## config.mk

```make
export PLATFORM = sky130hd
export DESIGN_NAME = vga_scan_gen
export DESIGN_NICKNAME = d
export VERILOG_FILES = /design/src/rtl/vga_timing_pkg.sv /design/src/rtl/scan_counter.sv /design/src/rtl/vga_scan_gen.sv
export SDC_FILE = /design/constraint.sdc
export NUM_CORES = 1
export LEC_CHECK = 0
export CORE_MARGIN = 4
export CORE_UTILIZATION = 48
export DETAILED_ROUTE_END_ITERATION = 10
export GPL_TIMING_DRIVEN = 0
export PLACE_DENSITY = 0.83
export REMOVE_ABC_BUFFERS = 1
export SLEW_MARGIN = 30
export SYNTH_ARGS = -nofsm -noshare
export SYNTH_HDL_FRONTEND = slang
export SYNTH_SLANG_ARGS = --single-unit
```

## constraint.sdc

```tcl
create_clock -name clk -period 2.9 [get_ports clk]
set_clock_uncertainty 0.15 [all_clocks]
set_input_delay 0.58 -clock clk [delete_from_list [all_inputs] [get_ports clk]]
set_output_delay 0.58 -clock clk [all_outputs]
set_load 0.01 [all_outputs]
```

## src/rtl/vga_timing_pkg.sv

```systemverilog
// Default 640x480@60 raster timing, derived totals/sync windows and the
// 3-bit to 24-bit colour expansion shared by the scan generator.
package vga_timing_pkg;

    localparam int unsigned CNT_W = 10;

    localparam int unsigned DEF_H_DISP = 640;
    localparam int unsigned DEF_H_FP   = 16;
    localparam int unsigned DEF_H_SYNC = 96;
    localparam int unsigned DEF_H_BP   = 48;
    localparam int unsigned DEF_V_DISP = 480;
    localparam int unsigned DEF_V_FP   = 10;
    localparam int unsigned DEF_V_SYNC = 2;
    localparam int unsigned DEF_V_BP   = 33;

    localparam int unsigned DEF_H_TOTAL  = DEF_H_DISP + DEF_H_FP + DEF_H_SYNC + DEF_H_BP;
    localparam int unsigned DEF_V_TOTAL  = DEF_V_DISP + DEF_V_FP + DEF_V_SYNC + DEF_V_BP;
    localparam int unsigned DEF_HS_START = DEF_H_DISP + DEF_H_FP;
    localparam int unsigned DEF_HS_END   = DEF_HS_START + DEF_H_SYNC;
    localparam int unsigned DEF_VS_START = DEF_V_DISP + DEF_V_FP;
    localparam int unsigned DEF_VS_END   = DEF_VS_START + DEF_V_SYNC;

    // Each colour bit saturates its whole 8-bit channel.
    function automatic logic [23:0] expand_rgb(input logic [2:0] c);
        return {{8{c[2]}}, {8{c[1]}}, {8{c[0]}}};
    endfunction

endpackage

```

## src/rtl/scan_counter.sv

```systemverilog
// Modulo-MAX counter advancing on en; wrap flags the MAX-1 -> 0 step.
module scan_counter
    import vga_timing_pkg::*;
#(
    parameter int unsigned MAX = 2
) (
    input  logic             clk,
    input  logic             reset,
    input  logic             en,
    output logic [CNT_W-1:0] cnt,
    output logic             wrap
);

    logic [CNT_W-1:0] cnt_q;
    logic [CNT_W-1:0] cnt_d;
    logic             at_max;

    assign at_max = (cnt_q == CNT_W'(MAX - 1));
    assign wrap   = en && at_max;
    assign cnt    = cnt_q;

    always_comb begin
        cnt_d = cnt_q;
        if (en) begin
            cnt_d = at_max ? '0 : cnt_q + CNT_W'(1);
        end
    end

    always_ff @(posedge clk or negedge reset) begin
        if (!reset) begin
            cnt_q <= '0;
        end else begin
            cnt_q <= cnt_d;
        end
    end

endmodule

```

## src/rtl/vga_scan_gen.sv

```systemverilog
// Raster scan generator: pixel divider, h/v counters, sync windows and a
// pix_tick-aligned registered output stage for the HDMI encoder.
module vga_scan_gen
    import vga_timing_pkg::*;
#(
    parameter int unsigned H_DISP  = DEF_H_DISP,
    parameter int unsigned H_FP    = DEF_H_FP,
    parameter int unsigned H_SYNC  = DEF_H_SYNC,
    parameter int unsigned H_BP    = DEF_H_BP,
    parameter int unsigned V_DISP  = DEF_V_DISP,
    parameter int unsigned V_FP    = DEF_V_FP,
    parameter int unsigned V_SYNC  = DEF_V_SYNC,
    parameter int unsigned V_BP    = DEF_V_BP,
    parameter bit          HS_POL  = 1'b0,
    parameter bit          VS_POL  = 1'b0,
    parameter int unsigned CLK_DIV = 1
) (
    input  logic             clk,
    input  logic             reset,
    output logic [CNT_W-1:0] pix_x,
    output logic [CNT_W-1:0] pix_y,
    output logic             video_on,
    output logic             pix_tick,
    output logic             frame_tick,
    input  logic             graph_on,
    input  logic [2:0]       graph_rgb,
    output logic             hsync_o,
    output logic             vsync_o,
    output logic             de_o,
    output logic [23:0]      rgb_o
);

    localparam int unsigned H_TOTAL  = H_DISP + H_FP + H_SYNC + H_BP;
    localparam int unsigned V_TOTAL  = V_DISP + V_FP + V_SYNC + V_BP;
    localparam int unsigned HS_START = H_DISP + H_FP;
    localparam int unsigned HS_END   = HS_START + H_SYNC;
    localparam int unsigned VS_START = V_DISP + V_FP;
    localparam int unsigned VS_END   = VS_START + V_SYNC;

    logic [CNT_W-1:0] div_cnt;
    logic [CNT_W-1:0] h_cnt;
    logic [CNT_W-1:0] v_cnt;
    logic             div_wrap;
    logic             h_wrap;
    logic             v_wrap;
    logic             unused_bits_c;

    scan_counter #(.MAX(CLK_DIV)) u_div (
        .clk   (clk),
        .reset (reset),
        .en    (1'b1),
        .cnt   (div_cnt),
        .wrap  (div_wrap)
    );

    scan_counter #(.MAX(H_TOTAL)) u_h (
        .clk   (clk),
        .reset (reset),
        .en    (pix_tick),
        .cnt   (h_cnt),
        .wrap  (h_wrap)
    );

    scan_counter #(.MAX(V_TOTAL)) u_v (
        .clk   (clk),
        .reset (reset),
        .en    (h_wrap),
        .cnt   (v_cnt),
        .wrap  (v_wrap)
    );

    // Divider count and frame wrap are only needed inside the counters.
    assign unused_bits_c = ^{div_cnt, v_wrap};

    assign pix_tick   = div_wrap;
    assign pix_x      = h_cnt;
    assign pix_y      = v_cnt;
    assign video_on   = (h_cnt < CNT_W'(H_DISP)) && (v_cnt < CNT_W'(V_DISP));
    assign frame_tick = pix_tick && (h_cnt == '0) && (v_cnt == CNT_W'(V_DISP + 1));

    logic        hs_win_c;
    logic        vs_win_c;
    logic [23:0] pix_rgb_c;

    assign hs_win_c  = (h_cnt >= CNT_W'(HS_START)) && (h_cnt < CNT_W'(HS_END));
    assign vs_win_c  = (v_cnt >= CNT_W'(VS_START)) && (v_cnt < CNT_W'(VS_END));
    assign pix_rgb_c = (video_on && graph_on) ? expand_rgb(graph_rgb) : 24'h000000;

    logic        hsync_q, hsync_d;
    logic        vsync_q, vsync_d;
    logic        de_q, de_d;
    logic [23:0] rgb_q, rgb_d;

    // Output stage: sample the current pixel once per pix_tick, hold otherwise.
    always_comb begin
        hsync_d = hsync_q;
        vsync_d = vsync_q;
        de_d    = de_q;
        rgb_d   = rgb_q;
        if (pix_tick) begin
            hsync_d = hs_win_c ^ ~HS_POL;
            vsync_d = vs_win_c ^ ~VS_POL;
            de_d    = video_on;
            rgb_d   = pix_rgb_c;
        end
    end

    always_ff @(posedge clk or negedge reset) begin
        if (!reset) begin
            hsync_q <= ~HS_POL;
            vsync_q <= ~VS_POL;
            de_q    <= 1'b0;
            rgb_q   <= 24'h000000;
        end else begin
            hsync_q <= hsync_d;
            vsync_q <= vsync_d;
            de_q    <= de_d;
            rgb_q   <= rgb_d;
        end
    end

    assign hsync_o = hsync_q;
    assign vsync_o = vsync_q;
    assign de_o    = de_q;
    assign rgb_o   = rgb_q;

endmodule

```

==> impl_metrics.yaml, run 1 <==
sta:
  max-slew-margin-rel_pct: 68.8
  hold_viol_final: 0
  rsz0062_at_grt: "no"
  timing.hold.ws_ns: 0.0209
  layout_setup_ws_ns: 0.175
  setup_violations: 0
  fin_crit_ns: 2.72
  maxSlewViolCount: 0
  fin_crit_sh_pct: 94.0
  fmax_mhz: 367
  fin_tns_setup_ns: 0
  tightest_slew_ns: 0.467
synthesis:
  synth_xor_area_share_pct: 5.47
  yosys-top-cells-area: "dfrtp_1 (41%), buf_4 (7.9%), xnor2_1 (4.6%)"
  synth_fa_ha_area_share_pct: 4.21
  yosysMostFrequentCell: "dfrtp_1"
  synth_compound_gate_area_share_pct: 12.3
  async_flop_share_pct: 100
  synth_top_area_cell: "dfrtp_1"
  ys_warn_count: 0
  synth_edf_count: 0
  synth_top_area_share_pct: 40.9
  synth.distinct_cells: 42
  ys.flop_type: "dfrtp_1"
  synth-seq-area-share_pct: 43.4
  ys_ff_latch: 36
  syn_inst: 218
  synth_simple_gate_area_share_pct: 21.6
  synth.area.mux_share_pct: 0.962
  synth.top_cells.by_count: "dfrtp_1 (34), buf_4 (22), nand2_1 (20)"
  syn-cell-area_sq_mm: 0.00208
  synth_top_family_by_area: "simple AND/OR/NAND/NOR gates"
  avgSynthCellArea_sq_um: 9.54
cts:
  clkLatencyLatePin_ns: 0.29
  cts_tree: "done"
  cts-htree-levels: 2
  cts.sinks: 36
  numCtsBuffers: 5
  clkTransAtPathRegs_ns: 0.07
  clock_path_buffers: 2
  cts_root_buf: "clkbuf_8"
  cts_hold_buf: 0
power_and_ir_drop:
  netSwitchingPower_uw: 206
  power_uw: 958
  switching_share_pct: 21.5
  worst_ir_drop_vdd_uv: 210
  p_int_uw: 752
  seqPwrFrac_pct: 53.1
  p_leak_nw: 1.12
  pwr-share-clk_pct: 40.3
  power_density_mw_per_mm2: 354
  p_comb_share_pct: 6.7
global_routing:
  grt_pass1_wl_microns: 7940
  grt_max_degree: 26
  antenna_found_initial: 0
  grt.total_usage_pct: 18.9
  overflow: 0
  grt_pass1_vias: 1614
detailed_routing:
  initialDrtViolationCount: 100
  ant_nets: 0
  drt_first_pass_iters: 4
  drc: 0
  routed_wirelength_microns: 4770
  viasPerCell: 5.56
  vias: 1711
  avgRoutedWirePerCell_microns: 15.5
floorplanning:
  coreArea_sq_mm: 0.00409
  die-area_sq_mm: 0.00545
  initial_utilization_pct: 50.9
  ios: 56
  rows: 23
  die_h_microns: 73.8
  die_x_microns: 73.8
final_layout:
  layout-drive-gt1-share_pct: 12.0
  seqCellArea_sq_um: 905
  postLayoutCellArea_sq_mm: 0.00271
  syn2layout_area_growth_pct: 30.0
  post-route-util_pct: 66.2
  instances_no_fill: 308
  final_nets: 271
  n_fill_cell: 335
  multiInputGateArea_sq_um: 983
  antenna_cells: 0
critical_path:
  crit_fanout: 14
  setup.worst_path.start_class: "flop"
  crit_required_ns: 2.17
  crit_type: "reg -> out"
  critPathArrivalTime_ns: 1.99
  cp-end-kind: "output pin"
worst_hold_path:
  min_path_type: "in -> async"
status:
  status: "finished, final reports clean"
placed_design:
  port_buffers: 55
  dpl_cell_area_sq_mm: 0.00252
  dpl.hpwl_microns: 3290
  placed_cells: 296
  gp_congestion: 0.828
  pre_cts_slack_ns: -0.806
run:
  cap_violations: 0
-- power groups by stage --
stage	Sequential, mW	Combinational (mW)	Clock (mW)
after global placement	0.518	0.0622	0
after detailed placement	0.518	0.0655	0
after CTS	0.509	0.0655	0.396
final	0.509	0.0638	0.386
after global routing	0.509	0.0696	0.417
after floorplan	0.527	0.00241	0
-- repair_timing --
action	in CTS	in global routing
gates cloned	1	0
pin swaps	1	2
resized for setup	12	2
setup endpoints to repair	2	1
buffers inserted	2	2
-- cells by family (layout without fill, tap and decap cells) --
logic type	count (synthesis)	in the layout
multiplexers	2	2
AO/OA/AOI/OAI	33	33
flip-flops	36	36
buffers and inverters	44	83
adder cells (fa/ha/maj)	7	7
XOR/XNOR	13	13
AND/OR/NAND/NOR	83	84
-- area by class of cell --
class / instances / share of cell area [%]
Inverter: 16 / 2.50
Clock buffer: 7 / 3.56
Timing Repair Buffer: 60 / 21.8
Sequential cell: 36 / 33.4
Multi-Input combinational cell: 139 / 36.4
Tap cell: 50 / 2.31
-- per-layer routing --
metal | part of all wire [%] | wire, microns | GRT usage [%] | vias up
met5 | 0 | 0 | 0 | -
met4 | 1.5 | 73 | 5.63 | 0
met3 | 7.7 | 369 | 4.92 | 7
met2 | 47 | 2270 | 30.8 | 75
met1 | 43 | 2060 | 24.7 | 807
li1 | - | - | - | 822
-- layout by cell type (no fill, tap or decap), drive strengths merged, types with 2 or more instances in the layout --
cell type       n
inv            16
nor4            4
nor2            9
mux2i           2
clkdlybuf4s50  53
a21oi           2
o22ai           6
and4b           2
dfrtp          34
nand3          17
and3            7
clkbuf          7
o21ai          11
ha              7
buf             7
nand4           6
nand2b          3
a211oi          6
a211o           2
or3             2
and2            2
nor4b           2
nand2          20
xnor2          11
nor3            4
xor2            2
dfstp           2
-- sequential cells by signal, summed over array words and instances (netlist names) --
signal and cells:
u_div.cnt 10, u_h.cnt 10, u_v.cnt 10, rgb_o 3
de_o 1, hsync_o 1, vsync_o 1
-- path summary, 6_finish.rpt --
kind / cells past startpoint / slack (ns) / to / from
hold reg to reg: 2 / 0.31 / hsync_o / hsync_o
hold / removal: 1 / 0.02 / u_v.cnt[5] / reset
max in group asynchronous: 2 / 2.08 / hsync_o / reset
min in group clk: 2 / 0.31 / hsync_o / hsync_o
setup reg to reg: 5 / 0.44 / u_v.cnt[7] / u_h.cnt[1]
setup / recovery: 8 / 0.18 / frame_tick / u_div.cnt[0]
-- critical path: stages (launching register included) --
cell     delay [ns]
dfrtp_2        0.45
inv_1          0.07
ha_1           0.14
nor3b_4        0.23
nand3_4        0.14
inv_8          0.12
nand4_1        0.10
nor4b_2        0.27
buf_2          0.18
Note: power is estimated with default switching activity, not from simulation.
==> run 2: changes to the inputs <==
ABC_AREA = 1   (was default)
CORE_UTILIZATION = 49   (was 48)
PLACE_DENSITY = 0.84   (was 0.83)
==> impl_metrics.yaml, run 2 <==
global_routing:
  grt_pass1_vias: 1766
  grt_pass1_wl_microns: 7850
  grt_max_degree: 24
  antenna_found_initial: 0
  overflow: 0
  grt.total_usage_pct: 18.5
floorplanning:
  ios: 56
  coreArea_sq_mm: 0.00435
  die_x_microns: 74.8
  rows: 24
  die_h_microns: 74.8
  initial_utilization_pct: 50.3
  die-area_sq_mm: 0.00560
placed_design:
  dpl.hpwl_microns: 3630
  port_buffers: 55
  placed_cells: 362
  gp_congestion: 0.850
sta:
  setup_violations: 0
  tightest_slew_ns: 0.379
  fin_crit_ns: 2.68
  maxSlewViolCount: 0
  max-slew-margin-rel_pct: 74.7
  fin_crit_sh_pct: 92.3
  fmax_mhz: 374
  timing.hold.ws_ns: 0.0553
  rsz0062_at_grt: "no"
  fin_tns_setup_ns: 0
  hold_viol_final: 0
worst_hold_path:
  min_path_type: "in -> async"
power_and_ir_drop:
  p_int_uw: 705
  power_uw: 902
  power_density_mw_per_mm2: 329
  p_leak_nw: 1.24
  worst_ir_drop_vdd_uv: 222
  netSwitchingPower_uw: 197
  switching_share_pct: 21.8
  p_comb_share_pct: 7.2
  seqPwrFrac_pct: 56.4
  pwr-share-clk_pct: 36.4
final_layout:
  syn2layout_area_growth_pct: 25.3
  mostFrequentLayoutCells: "nand2_1 (59), clkdlybuf4s50_1 (53), dfrtp_1 (34)"
  final_common_cell: "nand2_1"
  final_nets: 331
  instances_no_fill: 370
  antenna_cells: 0
  n_fill_cell: 381
  layout-drive-gt1-share_pct: 7.23
critical_path:
  cp-end-kind: "output pin"
  crit_type: "reg -> out"
  crit_fanout: 22
  crit_required_ns: 2.17
  setup.worst_path.start_class: "flop"
  critPathArrivalTime_ns: 1.95
synthesis:
  syn-cell-area_sq_mm: 0.00219
  ys.flop_type: "dfrtp_1"
  synth-seq-area-share_pct: 41.3
  synth_top_area_cell: "dfrtp_1"
  ys_warn_count: 0
  synth_top_area_share_pct: 38.9
  yosysMostFrequentCell: "nand2_1"
  ys_ff_latch: 36
  async_flop_share_pct: 100
  syn_inst: 280
  synth_edf_count: 0
  synth.distinct_cells: 26
  synth.top_cells.by_count: "nand2_1 (59), dfrtp_1 (34), inv_1 (32)"
  yosys-top-cells-area: "dfrtp_1 (39%), nand2_1 (10%), buf_4 (7.9%)"
  avgSynthCellArea_sq_um: 7.82
cts:
  cts_tree: "done"
  numCtsBuffers: 5
  cts-htree-levels: 2
  cts.sinks: 36
  clkLatencyLatePin_ns: 0.28
  clkTransAtPathRegs_ns: 0.07
  clock_path_buffers: 2
  cts_root_buf: "clkbuf_8"
status:
  status: "finished, final reports clean"
detailed_routing:
  drt_first_pass_iters: 4
  initialDrtViolationCount: 84
  vias: 1851
  viasPerCell: 5.00
  routed_wirelength_microns: 4840
  drc: 0
  avgRoutedWirePerCell_microns: 13.1
  ant_nets: 0
run:
  cap_violations: 0
[run 2: changes by cell type after synthesis, sizes merged, moves of 4 or more]
cell    change
xnor2       -8
clkbuf      -5
and3        -6
a211oi      -6
o21ai       +6
inv        +21
nor2       +25
xor2       +11
nor4        -4
o22ai       -6
nand3      +14
nand2      +40
[run 2: area by class of cell]
type / count / area, sq um / area share (%)
multi-input combinational: 181 / 963 / 35.1
sequential: 36 / 903 / 32.9
timing repair buffer: 57 / 583 / 21.2
inverter: 37 / 151 / 5.52
clock buffer: 6 / 72.6 / 2.64
tap: 52 / 65.1 / 2.37
clock inverter: 1 / 5.00 / 0.182
[run 2: cell families (layout without fill, tap and decap cells)]
kind of cell | Yosys count | in the layout | synth area share [%]
compound gates | 19 | 19 | 4.46
xor+xnor | 16 | 16 | 6.40
fa+ha+maj | 7 | 7 | 4.00
buf+inv | 63 | 101 | 15.2
flops | 36 | 36 | 41.3
simple gates | 139 | 139 | 28.7
[run 2: layer usage]
layer / part of all wire [%] / routed length (microns) / global-route usage (%)
met5: 0 / 0 / 0
met2: 52 / 2490 / 31.9
met1: 43 / 2070 / 21.9
met3: 4.2 / 202 / 4.81
met4: 1.5 / 72 / 7.11
[run 2: per-stage QoR]
stage / cell area (sq um) / worst slack [ns] / util, %
final: 2740 / 0.224 / 63.0
after global routing: 2740 / 0.113 / 63.0
after CTS: 2740 / 0.0220 / 62.8
after detailed placement: 2630 / -0.0521 / 60.5
after global placement: 2610 / 0.00397 / 60.0
after floorplan: 2000 / 0.743 / -
[run 2: what timing repair did]
item / 4_1_cts / 5_1_grt
hold buffers: 0 / 0
setup endpoints to repair: 2 / 1
gates resized for setup: 5 / 2
pin swaps: 1 / 0
setup buffers: 1 / 0
[run 2: power by group through the flow]
stage	clock network (mW)	registers, mW	logic (mW)
final	0.328	0.509	0.0649
after global routing	0.359	0.509	0.0703
after CTS	0.341	0.509	0.0665
after detailed placement	0	0.518	0.0665
after global placement	0	0.518	0.0617
after floorplan	0	0.527	0.00164
[run 2: final timing paths]
path | startpoint | end | slack, ns | depth (start not counted)
max in group asynchronous | reset | hsync_o | 2.03 | 2
worst min-delay path | reset | u_div.cnt[7] | 0.06 | 1
worst max register to register | u_div.cnt[0] | u_v.cnt[5] | 0.90 | 10
worst min register to register | u_div.cnt[0] | u_div.cnt[0] | 0.33 | 1
min in group clk | u_div.cnt[0] | u_div.cnt[0] | 0.33 | 1
worst max-delay path | u_div.cnt[0] | pix_tick | 0.22 | 7
[run 2: critical path: stages, from the launching register on]
cell             delay (ns)
dfrtp_1                0.41
inv_1                  0.07
ha_1                   0.15
nand2_1                0.07
nor2_2                 0.16
nand3_4                0.13
clkinv_8               0.13
clkdlybuf4s50_1        0.54
